## src/rtl/pipe_ctrl.sv

```systemverilog
// Execute-stage pipeline sequencer: redirect/flush/stall control for pc_reg, if_id and id_ex,
// with single-entry redirect buffering across bus holds and debug statistics.
module pipe_ctrl #(
  parameter int unsigned FLUSH_CYCLES = 2,
  parameter int unsigned HOLD_TIMEOUT = 256
) (
  input  logic        clk,
  input  logic        rst_n,
  input  logic        jump_ena_i,
  input  logic [31:0] jump_addr_i,
  input  logic        hold_ex_i,
  input  logic        hold_bus_i,
  output logic        jump_ena_o,
  output logic [31:0] jump_addr_o,
  output logic        flush_o,
  output logic        stall_o,
  output logic        hold_timeout_o,
  output logic [31:0] jump_cnt_o,
  output logic [31:0] stall_cnt_o
);

  typedef enum logic [1:0] {
    RUN   = 2'd0,
    HOLD  = 2'd1,
    FLUSH = 2'd2
  } state_t;

  localparam logic [3:0]  FLUSH_INIT = 4'(FLUSH_CYCLES - 1);
  localparam state_t      AFTER_ISSUE = (FLUSH_CYCLES > 1) ? FLUSH : RUN;
  localparam bit          TO_EN    = (HOLD_TIMEOUT != 0);
  localparam logic [15:0] TO_MATCH = 16'((HOLD_TIMEOUT == 0) ? 0 : HOLD_TIMEOUT - 1);

  state_t      state, state_nxt;
  logic        pend, pend_nxt;
  logic [31:0] pend_addr, pend_addr_nxt;
  logic [3:0]  flush_cnt, flush_cnt_nxt;
  logic [15:0] hold_cnt;
  logic        hold_any;
  logic        issue;
  logic [31:0] issue_addr;
  logic        flush_c;
  logic        stall_c;

  assign hold_any = hold_ex_i | hold_bus_i;

  always_comb begin
    state_nxt     = state;
    pend_nxt      = pend;
    pend_addr_nxt = pend_addr;
    flush_cnt_nxt = flush_cnt;
    issue         = 1'b0;
    issue_addr    = '0;
    flush_c       = 1'b0;
    stall_c       = hold_any;
    case (state)
      RUN: begin
        if (jump_ena_i && !hold_bus_i) begin
          issue         = 1'b1;
          issue_addr    = jump_addr_i;
          flush_c       = 1'b1;
          flush_cnt_nxt = FLUSH_INIT;
          state_nxt     = AFTER_ISSUE;
        end else if (jump_ena_i) begin
          pend_nxt      = 1'b1;
          pend_addr_nxt = jump_addr_i;
          state_nxt     = HOLD;
        end else if (hold_any) begin
          state_nxt = HOLD;
        end
      end
      HOLD: begin
        if (!hold_any) begin
          if (pend) begin
            issue         = 1'b1;
            issue_addr    = pend_addr;
            flush_c       = 1'b1;
            pend_nxt      = 1'b0;
            flush_cnt_nxt = FLUSH_INIT;
            state_nxt     = AFTER_ISSUE;
          end else begin
            state_nxt = RUN;
          end
        end
      end
      FLUSH: begin
        flush_c = 1'b1;
        stall_c = hold_any & ~flush_c;
        // flush_cnt is the number of FLUSH-state cycles still owed, including this one
        if (!hold_any) begin
          if (flush_cnt <= 4'd1) begin
            flush_cnt_nxt = '0;
            state_nxt     = RUN;
          end else begin
            flush_cnt_nxt = flush_cnt - 4'd1;
          end
        end
      end
      default: begin
        state_nxt = RUN;
      end
    endcase
  end

  // Gating with rst_n keeps the combinational controls quiet while reset is held
  assign jump_ena_o  = issue & rst_n;
  assign jump_addr_o = (issue & rst_n) ? issue_addr : '0;
  assign flush_o     = flush_c & rst_n;
  assign stall_o     = stall_c & rst_n;

  always_ff @(posedge clk or negedge rst_n) begin
    if (!rst_n) begin
      state     <= RUN;
      pend      <= 1'b0;
      pend_addr <= '0;
      flush_cnt <= '0;
    end else begin
      state     <= state_nxt;
      pend      <= pend_nxt;
      pend_addr <= pend_addr_nxt;
      flush_cnt <= flush_cnt_nxt;
    end
  end

  always_ff @(posedge clk or negedge rst_n) begin
    if (!rst_n) begin
      hold_cnt       <= '0;
      hold_timeout_o <= 1'b0;
    end else begin
      if (hold_any) begin
        if (hold_cnt != '1) begin
          hold_cnt <= hold_cnt + 16'd1;
        end
        if (TO_EN && (hold_cnt == TO_MATCH)) begin
          hold_timeout_o <= 1'b1;
        end
      end else begin
        hold_cnt <= '0;
      end
    end
  end

  always_ff @(posedge clk or negedge rst_n) begin
    if (!rst_n) begin
      jump_cnt_o  <= '0;
      stall_cnt_o <= '0;
    end else begin
      if (jump_ena_o) begin
        jump_cnt_o <= jump_cnt_o + 32'd1;
      end
      if (stall_o && (stall_cnt_o != '1)) begin
        stall_cnt_o <= stall_cnt_o + 32'd1;
      end
    end
  end

endmodule

```

## config.mk

```make
export PLATFORM = sky130hd
export DESIGN_NAME = pipe_ctrl
export DESIGN_NICKNAME = d
export VERILOG_FILES = /design/src/rtl/pipe_ctrl.sv
export SDC_FILE = /design/constraint.sdc
export NUM_CORES = 1
export LEC_CHECK = 0
export CAP_MARGIN = 30
export CORE_MARGIN = 2
export CORE_UTILIZATION = 47
export CTS_BUF_LIST = sky130_fd_sc_hd__clkbuf_8
export CTS_CLUSTER_SIZE = 25
export DETAILED_ROUTE_END_ITERATION = 10
export PLACE_DENSITY = 0.78
export SLEW_MARGIN = 20
export SYNTH_ARGS = -nofsm -noshare
export SYNTH_HDL_FRONTEND = slang
export SYNTH_SLANG_ARGS = --single-unit
export TNS_END_PERCENT = 100
```

## constraint.sdc

```tcl
create_clock -name clk -period 1.75 [get_ports clk]
set_clock_uncertainty 0.1 [all_clocks]
set_input_delay 0.2625 -clock clk [delete_from_list [all_inputs] [get_ports clk]]
set_output_delay 0.2625 -clock clk [all_outputs]
set_load 0.02 [all_outputs]
```

Word-level counts from Yosys, hierarchy flattened

Cells that the tools add are included.

Add/subtract/negate cells: 4
Magnitude comparators: 1
Eq/ne operators: 14
Muxes and demuxes: 31
Bitwise logic cells: 5
Reductions and logical operators: 11

Operators by type and width:

| cell                                                           | count |
|---|---|
| 2-to-1 mux 32 bit                                              | 4 |
| adder 32 x 1 -> 32 bit, second input constant                  | 2 |
| one-hot mux 32 bit (2 select lines)                            | 1 |
| 2-to-1 mux 16 bit                                              | 2 |
| != test 32 bit, second input constant                          | 1 |
| 2-to-1 mux 4 bit                                               | 5 |
| adder 16 x 1 -> 16 bit, second input constant                  | 1 |
| == test 16 x 8 -> 1 bit, second input constant                 | 1 |
| != test 16 bit, second input constant                          | 1 |
| 2-to-1 mux 2 bit                                               | 7 |
| != test 2 bit, second input constant                           | 7 |
| one-hot mux 4 bit (3 select lines)                             | 1 |
| AND reduction 4 bit                                            | 2 |
| 2-to-1 mux 1 bit                                               | 7 |
| one-hot mux 2 bit (3 select lines)                             | 1 |
| AND reduction 5 bit                                            | 1 |
| less-or-equal comparator 4 x 1 -> 1 bit, second input constant | 1 |
| != test 4 bit, second input constant                           | 1 |
| one-hot mux 1 bit (2 select lines)                             | 2 |
| subtractor 4 x 1 -> 4 bit, second input constant               | 1 |
| AND 1 bit                                                      | 3 |
| one-hot mux 1 bit (3 select lines)                             | 1 |
| AND reduction 3 bit                                            | 1 |
| nonzero test 3 bit                                             | 1 |
| 10 further kinds                                               | 11 |

Register bits: 120
Input port bits: 37
Output and inout bits: 100
Word-level logic and storage cells: 74

Longest topological paths before layout

Gate-level depths: netlist (run 1).

Depth after elaboration: 6
Depth in mapped cells: 8
Mapped depth without buffers: 6

Worst setup path after synthesis (run 1)

Ideal clock, no wire load.

Path kind: reg2out
From: reg state[0]
To: out jump_addr_o[22]
Arrival time: 1.755 ns
Data required time: 1.387 ns
Setup slack: -0.367 ns
Cell stages (with the launch flop): 6
Cell sequence: dfrtp_1 -> nand2b_4 -> nor3_1 -> clkbuf_1 -> a22oi_1 -> nor2b_1

Word-level cells in the longest chain between the ends: 4

RTL lines:

| item                                                             | RTL line | RTL |
|---|---|---|
| start: declaration                                               | 33       | `state_t state, state_nxt;` |
| start signal: assignment                                         | 117      | `state <= state_nxt;` |
| == test 2 x 1 -> 1 bit / zero test 2 bit (equally long branches) | 55       | `case (state)` |
| one-hot mux 1 bit (2 select lines)                               | 55       |  |
| AND 1 bit                                                        | 106      | `assign jump_addr_o = (issue & rst_n) ? issue_addr : '0;` |
| 2-to-1 mux 32 bit (*)                                            | 106      |  |
| end: declaration                                                 | 14       | `output logic [31:0] jump_addr_o,` |

Mark *: on every way between the ends. The rest lies on a longest branch, timed or not.

Worst setup path in the final report (run 1)

From: reg state[1]
To: out jump_addr_o[0]

The elaborated chain is that of the path after synthesis.

==> metrics.yaml, run 1 <==
cp.required_ns: 1.39
rsz0062_at_grt: "yes"
grt_usage_pct: 30.3
synth_top_area_share_pct: 49.7
final_area_mm2: 0.0104
ys.flop_type: "dfrtp_1"
synth_cells: 554
reg2reg_from: "state[0]"
cp.arrival_ns: 2.09
ys_types: 53
reg2reg_depth: 12
final_cells: 1020
dp_hpwl_um: 11300
cts_tree: "built"
dieHeight_um: 117
io_pins: 137
p_leak_nw: 4.96
ys_ff_latch: 120
layout-drive-gt1-share_pct: 50.8
r2r_end: "flush_cnt[3]"
synth_edf_count: 0
violations: "negative setup slack"
path_class: "reg2out"
wl_met2_um: 12200
synthesis.nets: 596
die_w_um: 117
dp.cells: 943
critPathMaxFanout: 16
antenna_found_initial: 0
ir_worst_vdd_mv: 0.922
via_per_inst: 6.02
dieArea_mm2: 0.0138
whs_ns: 0.208
slew_headroom_pct: 54.9
met1_length_um: 8570
setup_ws_ns: -0.703
grt_pass1_wl_um: 33300
row_count: 41
synth.area.top_cells: "dfrtp_1 (50%), xnor2_1 (6.5%), mux2_2 (6.1%), a22oi_1 (4.0%), nor2b_1 (3.4%)"
grt_pass1_vias: 6360
initial_utilization_pct: 48.1
maxCapViolations: 0
worstSetupEndpointType: "primary output"
synth_area_mm2: 0.00604
cts_buffers: 17
cts_buffer_depth: 2
dp_slack_ns: -0.803
grt_max_degree: 43
yosysWarnings: 0
setup_viol: 138
async_flop_share_pct: 100
clockRootBuffer: "clkbuf_8"
synth_largest_area_cell: "dfrtp_1"
met3_length_um: 1580
grt_overflow: 0
fin_util_pct: 83.0
first_iter_violations: 477
min_period_ns: 2.45
route.top_layer_used: "met4"
ys_seq_area_share_pct: 49.7
routabilityCongestion: 0.889
postPlaceCellArea_mm2: 0.00863
num-nets-final: 878
syn_to_final_growth_pct: 72.5
crit_path_start_kind: "flip-flop"
syn_area_per_cell_um2: 10.9
cts_num_sinks: 120
r2r_setup_slack_ns: -0.57
drt_first_pass_iters: 5
setup_tns_ns: -61.37
core_area_mm2: 0.0126
p_per_area_mw_per_mm2: 1050
n_antenna_cell: 0
wl_um: 23300
hold_violations: 0
clk_latency_ns: 0.47
drv_slew: 0
p_total_mw: 10.9
final_antenna_net_count: 0
timing.final.crit_share_pct: 140
tightest_slew_ns: 0.671
path_clk_slew_ns: 0.08
status: "finished with violations"
drc: 0
numPortBuffers: 136
fmax_mhz: 408
wl_per_cell_um: 22.9
htree_levels: 4
hp-class: "in2async"
fill_cells: 629
via_count: 6145
cell usage after synthesis, types with 2 or more instances:
master	n
nand4b_1	3
mux2_2	33
o31ai_1	2
a21oi_1	14
ha_1	5
clkbuf_1	12
nand4_2	3
nand3_1	33
nand4_1	19
and3_1	9
a2111oi_4	2
xnor2_1	45
xor2_1	20
and2_1	6
nor2b_1	33
inv_1	6
a31oi_1	8
mux2_1	2
nand2_1	37
nor4_1	8
o21ai_0	10
buf_4	4
a211oi_1	7
dfrtp_1	120
and4_1	16
nor3_1	14
nor2_1	22
a22oi_1	32
buf_2	5
critical path: stages (launching register included):
cell,delay [ns]
dfrtp_1,0.40
nand3b_1,0.30
nor2_4,0.20
buf_4,0.13
buf_12,0.15
a22oi_1,0.09
nor2b_1,0.17
buf_4,0.17
per-layer routing:
metal	vias up	global-route usage, %
li1	2598	-
met1	3146	34.3
met2	316	54.3
met3	85	6.61
met4	0	14.2
met5	-	0
power by group:
group          switching, mW  internal [mW]
Sequential             0.591           3.39
Clock                   1.15           1.76
Combinational           1.87           2.17
cells by family after synthesis:
family	count (synthesis)	synth area share (%)
xor gates and xnor gates	65	9.42
and+or+nand+nor	216	20.9
DFF	120	49.7
buffers and inverters	29	2.28
adders and majority gates	5	1.04
muxes	35	6.52
AOI/OAI and AO/OA	84	10.1
state kept, by name (all words and copies together), names as in the netlist:
name and cells:
flush_cnt 4, hold_cnt 16, hold_timeout_o 1, jump_cnt_o 32, pend 1, pend_addr 32, stall_cnt_o 32, state 2
layout make-up:
| class | count | area [um^2] | share of cell area (%) |
|---|---|---|---|
| multi-input cells | 405 | 3910 | 37.5 |
| flip-flops and latches | 120 | 3030 | 29.1 |
| clock inverters | 8 | 141 | 1.36 |
| well taps | 172 | 215 | 2.06 |
| repair buffers | 285 | 2780 | 26.6 |
| inverters | 7 | 31.3 | 0.300 |
| clock buffers | 23 | 317 | 3.04 |
repair_timing:
action / 4_1_cts / 5_1_grt
gates cloned: 7 / 3
gates resized for setup: 379 / 113
endpoints found under the hold margin: 120 / 0
setup endpoints to repair: 190 / 158
buffers inserted: 27 / 18
pin swaps: 64 / 59
hold buffers: 1 / 0
cell usage in the layout, fill, tap and decap left out, types with 20 or more instances in the layout:
cell             instances
dfrtp_2                 25
buf_4                  107
xor2_1                  20
dfrtp_1                 95
nor2b_2                 31
buf_6                   59
mux2_4                  35
clkdlybuf4s50_1         35
nand2_1                 21
xnor2_1                 33
clkbuf_8                23
dlygate4sd2_1           58
how the worst max path moves through the flow:
stage | start | end | slack, ns | depth (start not counted)
floorplan | stall_cnt_o[8] | stall_cnt_o[20] | -0.08 | 5
global placement | hold_bus_i | jump_addr_o[5] | -0.75 | 7
detailed placement | hold_bus_i | jump_addr_o[24] | -0.80 | 7
CTS | state[1] | jump_addr_o[18] | -0.51 | 7
global route | state[1] | jump_addr_o[0] | -0.74 | 7
finish | state[1] | jump_addr_o[0] | -0.70 | 7
Power figures use the tool's default switching activity.
==> run 2, diff against run 1 <==
Settings changed: CAP_MARGIN 30 to 10, SETUP_SLACK_MARGIN from default to 0.05.
==> metrics.yaml, run 2 (synthesis gave the netlist of run 1 again) <==
path_delay_family: "simple AND/OR/NAND/NOR gates"
slowest_delay_ns: 0.44
reg2reg_from: "state[0]"
met1_length_um: 9200
io_pins: 137
multiInputGateArea_mm2: 0.00384
clk_latency_ns: 0.47
num-nets-final: 898
r2r_setup_slack_ns: -0.65
setup_viol: 136
cts_tree: "built"
cts_buffers: 17
slowest_stage: "dfrtp_1"
slew_headroom_pct: 44.1
final_antenna_net_count: 0
dp_hpwl_um: 12000
cp.arrival_ns: 2.12
antenna_found_initial: 0
drc: 0
final_area_mm2: 0.0105
crit_path_start_kind: "flip-flop"
hp-class: "in2async"
fin_util_pct: 83.3
n_antenna_cell: 0
ir_worst_vdd_mv: 0.894
row_count: 41
worstSetupEndpointType: "primary output"
htree_levels: 4
via_count: 6348
path_clk_slew_ns: 0.09
whs_ns: 0.0539
postPlaceCellArea_mm2: 0.00877
grt_overflow: 0
path_class: "reg2out"
dieArea_mm2: 0.0138
met3_length_um: 1870
layout_common_cells: "buf_4 (128), dfrtp_1 (96), buf_6 (57)"
reg2reg_depth: 10
setup_ws_ns: -0.736
grt_max_degree: 66
min_period_ns: 2.49
core_area_mm2: 0.0126
cts_num_sinks: 120
wl_met2_um: 12800
rsz0062_at_grt: "yes"
grt_pass1_wl_um: 32400
grt_usage_pct: 29.5
crit_buf_inv: 3
dieHeight_um: 117
r2r_end: "jump_cnt_o[6]"
wl_um: 25100
via_per_inst: 6.10
routabilityCongestion: 0.857
cts_buffer_depth: 2
p_total_mw: 10.9
cp.required_ns: 1.39
reg_top3: "jump_cnt_o: 32 flops, pend_addr: 32 flops, stall_cnt_o: 32 flops"
grt_pass1_vias: 6204
fill_cells: 538
drt_first_pass_iters: 5
numPortBuffers: 136
status: "finished with violations"
route.top_layer_used: "met4"
p_leak_nw: 4.78
critPathMaxFanout: 8
fmax_mhz: 402
p_per_area_mw_per_mm2: 1040
hold_violations: 0
violations: "negative setup slack"
layout_commonest_cell: "buf_4"
initial_utilization_pct: 48.1
tightest_slew_ns: 0.838
clockRootBuffer: "clkbuf_8"
first_iter_violations: 728
cp_cell_sequence: "buf_6 -> nand3b_1 -> nor2_4 -> clkbuf_16 -> a22oi_2 -> nor2b_2 -> buf_4"
wl_per_cell_um: 24.1
die_w_um: 117
layout-drive-gt1-share_pct: 54.5
maxCapViolations: 0
drv_slew: 0
timing.final.crit_share_pct: 142
seqCellArea_mm2: 0.00303
syn_to_final_growth_pct: 73.2
==> run 2: cell count changes in the layout (fill, tap and decap cells not counted), sizes merged <==
cell           before  now
dlygate4sd2        58   25
bufbuf              0    1
clkbuf             27   41
clkdlybuf4s15       5   19
inv                 7    9
dlymetal6s4s        1    0
buf               182  204
dlygate4sd3         0    1
bufinv              4    3
clkinv              3    5
==> run 2: worst max path at each step <==
stage,from,end,slack [ns],cells past startpoint
3_5_place_dp,hold_bus_i,jump_addr_o[27],-0.79,7
3_3_place_gp,hold_bus_i,jump_addr_o[4],-0.77,7
2_1_floorplan,stall_cnt_o[8],stall_cnt_o[20],-0.08,5
5_1_grt,state[0],jump_addr_o[0],-0.77,7
4_1_cts,state[0],jump_addr_o[21],-0.54,7
6_report,state[0],jump_addr_o[0],-0.74,7
==> run 2: cell type report <==
cell class | instances | share of cell area (%)
inverter | 7 | 0.299
sequential | 120 | 29.0
tap | 172 | 2.06
timing repair buffer | 305 | 28.0
clock inverter | 11 | 1.23
clock buffer | 21 | 2.76
multi-input combinational | 405 | 36.6
==> run 2: worst reg2reg max path: stages (launching register included) <==
cell,delay (ns)
dfrtp_1,0.44
buf_4,0.15
buf_6,0.09
nand3b_4,0.09
buf_6,0.13
buf_6,0.12
a2111oi_4,0.36
buf_4,0.19
buf_4,0.14
and4_1,0.24
xor2_1,0.24
==> run 2: what timing repair did <==
item,in CTS,in global routing
gates resized for setup,360,159
pin swaps,41,45
hold endpoints to repair,55,0
buffers inserted,27,28
gates cloned,8,2
hold buffers,1,0
setup endpoints to repair,202,171
==> run 2: through the flow <==
step | instances | setup TNS [ns] | setup slack, ns
3_3_place_gp | 950 | -61.33 | -0.765
5_1_grt | 1041 | -56.52 | -0.766
2_1_floorplan | 554 | -2.95 | -0.0763
6_report | 1041 | -52.10 | -0.736
4_1_cts | 1016 | -31.05 | -0.540
3_5_place_dp | 950 | -65.90 | -0.793
==> run 2: power by group <==
group / internal, mW / switching [mW] / total (mW) / leakage [nW]
Clock: 1.53 / 1.18 / 2.72 / 0.225
Combinational: 2.22 / 1.98 / 4.20 / 3.02
Sequential: 3.39 / 0.625 / 4.01 / 1.53
==> run 2: metal layers <==
layer  global-route usage (%)  vias up
li1                         -     2637
met1                     34.4     3185
met2                     50.8      409
met3                     8.22      117
met4                     13.3        0
met5                        0        -
==> run 3, diff against run 2 <==
Settings changed: CORE_UTILIZATION 47 to 45, PLACE_DENSITY 0.78 to 0.76.
==> metrics.yaml, run 3 (synthesis gave the netlist of run 1 again) <==
violations: "negative setup slack"
cp.required_ns: 1.39
htree_levels: 4
drv_slew: 0
slew_headroom_pct: 59.1
p_total_mw: 10.5
dieHeight_um: 120
rsz0062_at_grt: "yes"
n_antenna_cell: 0
wl_per_cell_um: 21.4
routabilityCongestion: 0.875
antenna_found_initial: 0
ir_worst_vdd_mv: 0.844
clockRootBuffer: "clkbuf_8"
timing.final.crit_share_pct: 138
num-nets-final: 888
drc: 0
dp_hpwl_um: 11000
grt_overflow: 0
grt_use_met3_pct: 5.70
row_count: 42
slowest_delay_ns: 0.41
dp.cells: 949
layout_common_cells: "buf_4 (113), dfrtp_1 (93), buf_6 (62)"
hp-class: "in2async"
via_per_inst: 5.79
p_per_area_mw_per_mm2: 990
whs_ns: 0.286
syn_to_final_growth_pct: 76.2
grt_max_degree: 45
setup_ws_ns: -0.667
tightest_slew_ns: 0.611
postPlaceCellArea_mm2: 0.00872
initial_utilization_pct: 45.8
worstSetupEndpointType: "primary output"
setup_viol: 127
cts_tree: "built"
clk_latency_ns: 0.45
numPortBuffers: 136
cp_cell_sequence: "buf_6 -> nand3b_1 -> nor2_4 -> clkbuf_16 -> a22oi_1 -> nor2b_2 -> buf_6"
setup_tns_ns: -43.30
final_area_mm2: 0.0106
core_area_mm2: 0.0132
layout_commonest_cell: "buf_4"
crit_path_frequent_cell: "buf_6"
cp.arrival_ns: 2.05
met2_usage_pct: 43.3
layout-drive-gt1-share_pct: 54.1
crit_path_start_kind: "flip-flop"
cts_buffer_depth: 2
first_iter_violations: 476
io_pins: 137
via_count: 5994
die_w_um: 120
use_met1_pct: 33.7
dieArea_mm2: 0.0144
min_period_ns: 2.42
cts_num_sinks: 120
wl_um: 22100
top_usage_layer: "met2"
path_class: "reg2out"
reg_top3: "jump_cnt_o: 32 flops, pend_addr: 32 flops, stall_cnt_o: 32 flops"
fmax_mhz: 414
final_antenna_net_count: 0
p_leak_nw: 4.90
grt_pass1_vias: 5738
grt_pass1_wl_um: 29500
path_clk_slew_ns: 0.07
status: "finished with violations"
grt_usage_pct: 26.1
final_cells: 1035
fin_util_pct: 80.7
critPathMaxFanout: 8
maxCapViolations: 0
hold_violations: 0
dp_slack_ns: -0.823
cts_buffers: 17
slowest_stage: "dfrtp_1"
drt_first_pass_iters: 5
## run 3: area by class of cell
class | instances | area, um^2
Clock buffer | 23 | 317
Clock inverter | 9 | 96.3
Fill cell | 655 | 2540
Inverter | 7 | 31.3
Multi-Input combinational cell | 405 | 4040
Sequential cell | 120 | 3040
Tap cell | 176 | 220
Timing Repair Buffer | 295 | 2910
## run 3: final timing paths
| path | startpoint | end | slack, ns | cells after the start |
|---|---|---|---|---|
| max | state[0] | jump_addr_o[15] | -0.67 | 7 |
| max reg2reg | state[0] | jump_cnt_o[24] | -0.50 | 9 |
| min reg2reg | hold_timeout_o | hold_timeout_o | 0.38 | 1 |
| max in group asynchronous | rst_n | stall_cnt_o[19] | 0.28 | 3 |
| min | rst_n | jump_cnt_o[2] | 0.29 | 2 |
| min in group clk | rst_n | jump_cnt_o[0] | 0.34 | 5 |
## run 3: layer usage
layer	wire, um	vias up
met5	0	-
met4	491	0
met3	1210	46
met2	11400	246
met1	9090	3083
li1	-	2619
## run 3: where the power goes
group / total, mW / internal [mW] / leakage (nW) / switching [mW]
combinational: 3.95 / 2.14 / 3.15 / 1.81
clock: 2.61 / 1.48 / 0.219 / 1.13
sequential: 3.99 / 3.40 / 1.53 / 0.590
## run 3: worst max-delay path: cells and delay by family (launching register included)
kind                   cells  cell delay, ns
and+or+nand+nor            3            0.59
DFF                        1            0.41
AOI/OAI and AO/OA          1            0.11
buffers and inverters      3            0.49
## run 3: repair_timing
action	in CTS	in global routing
cloned	6	5
gates resized for setup	356	169
pin swaps	49	77
setup buffers	25	28
endpoints found under the setup margin	202	174
endpoints found under the hold margin	87	0
hold buffers	2	0
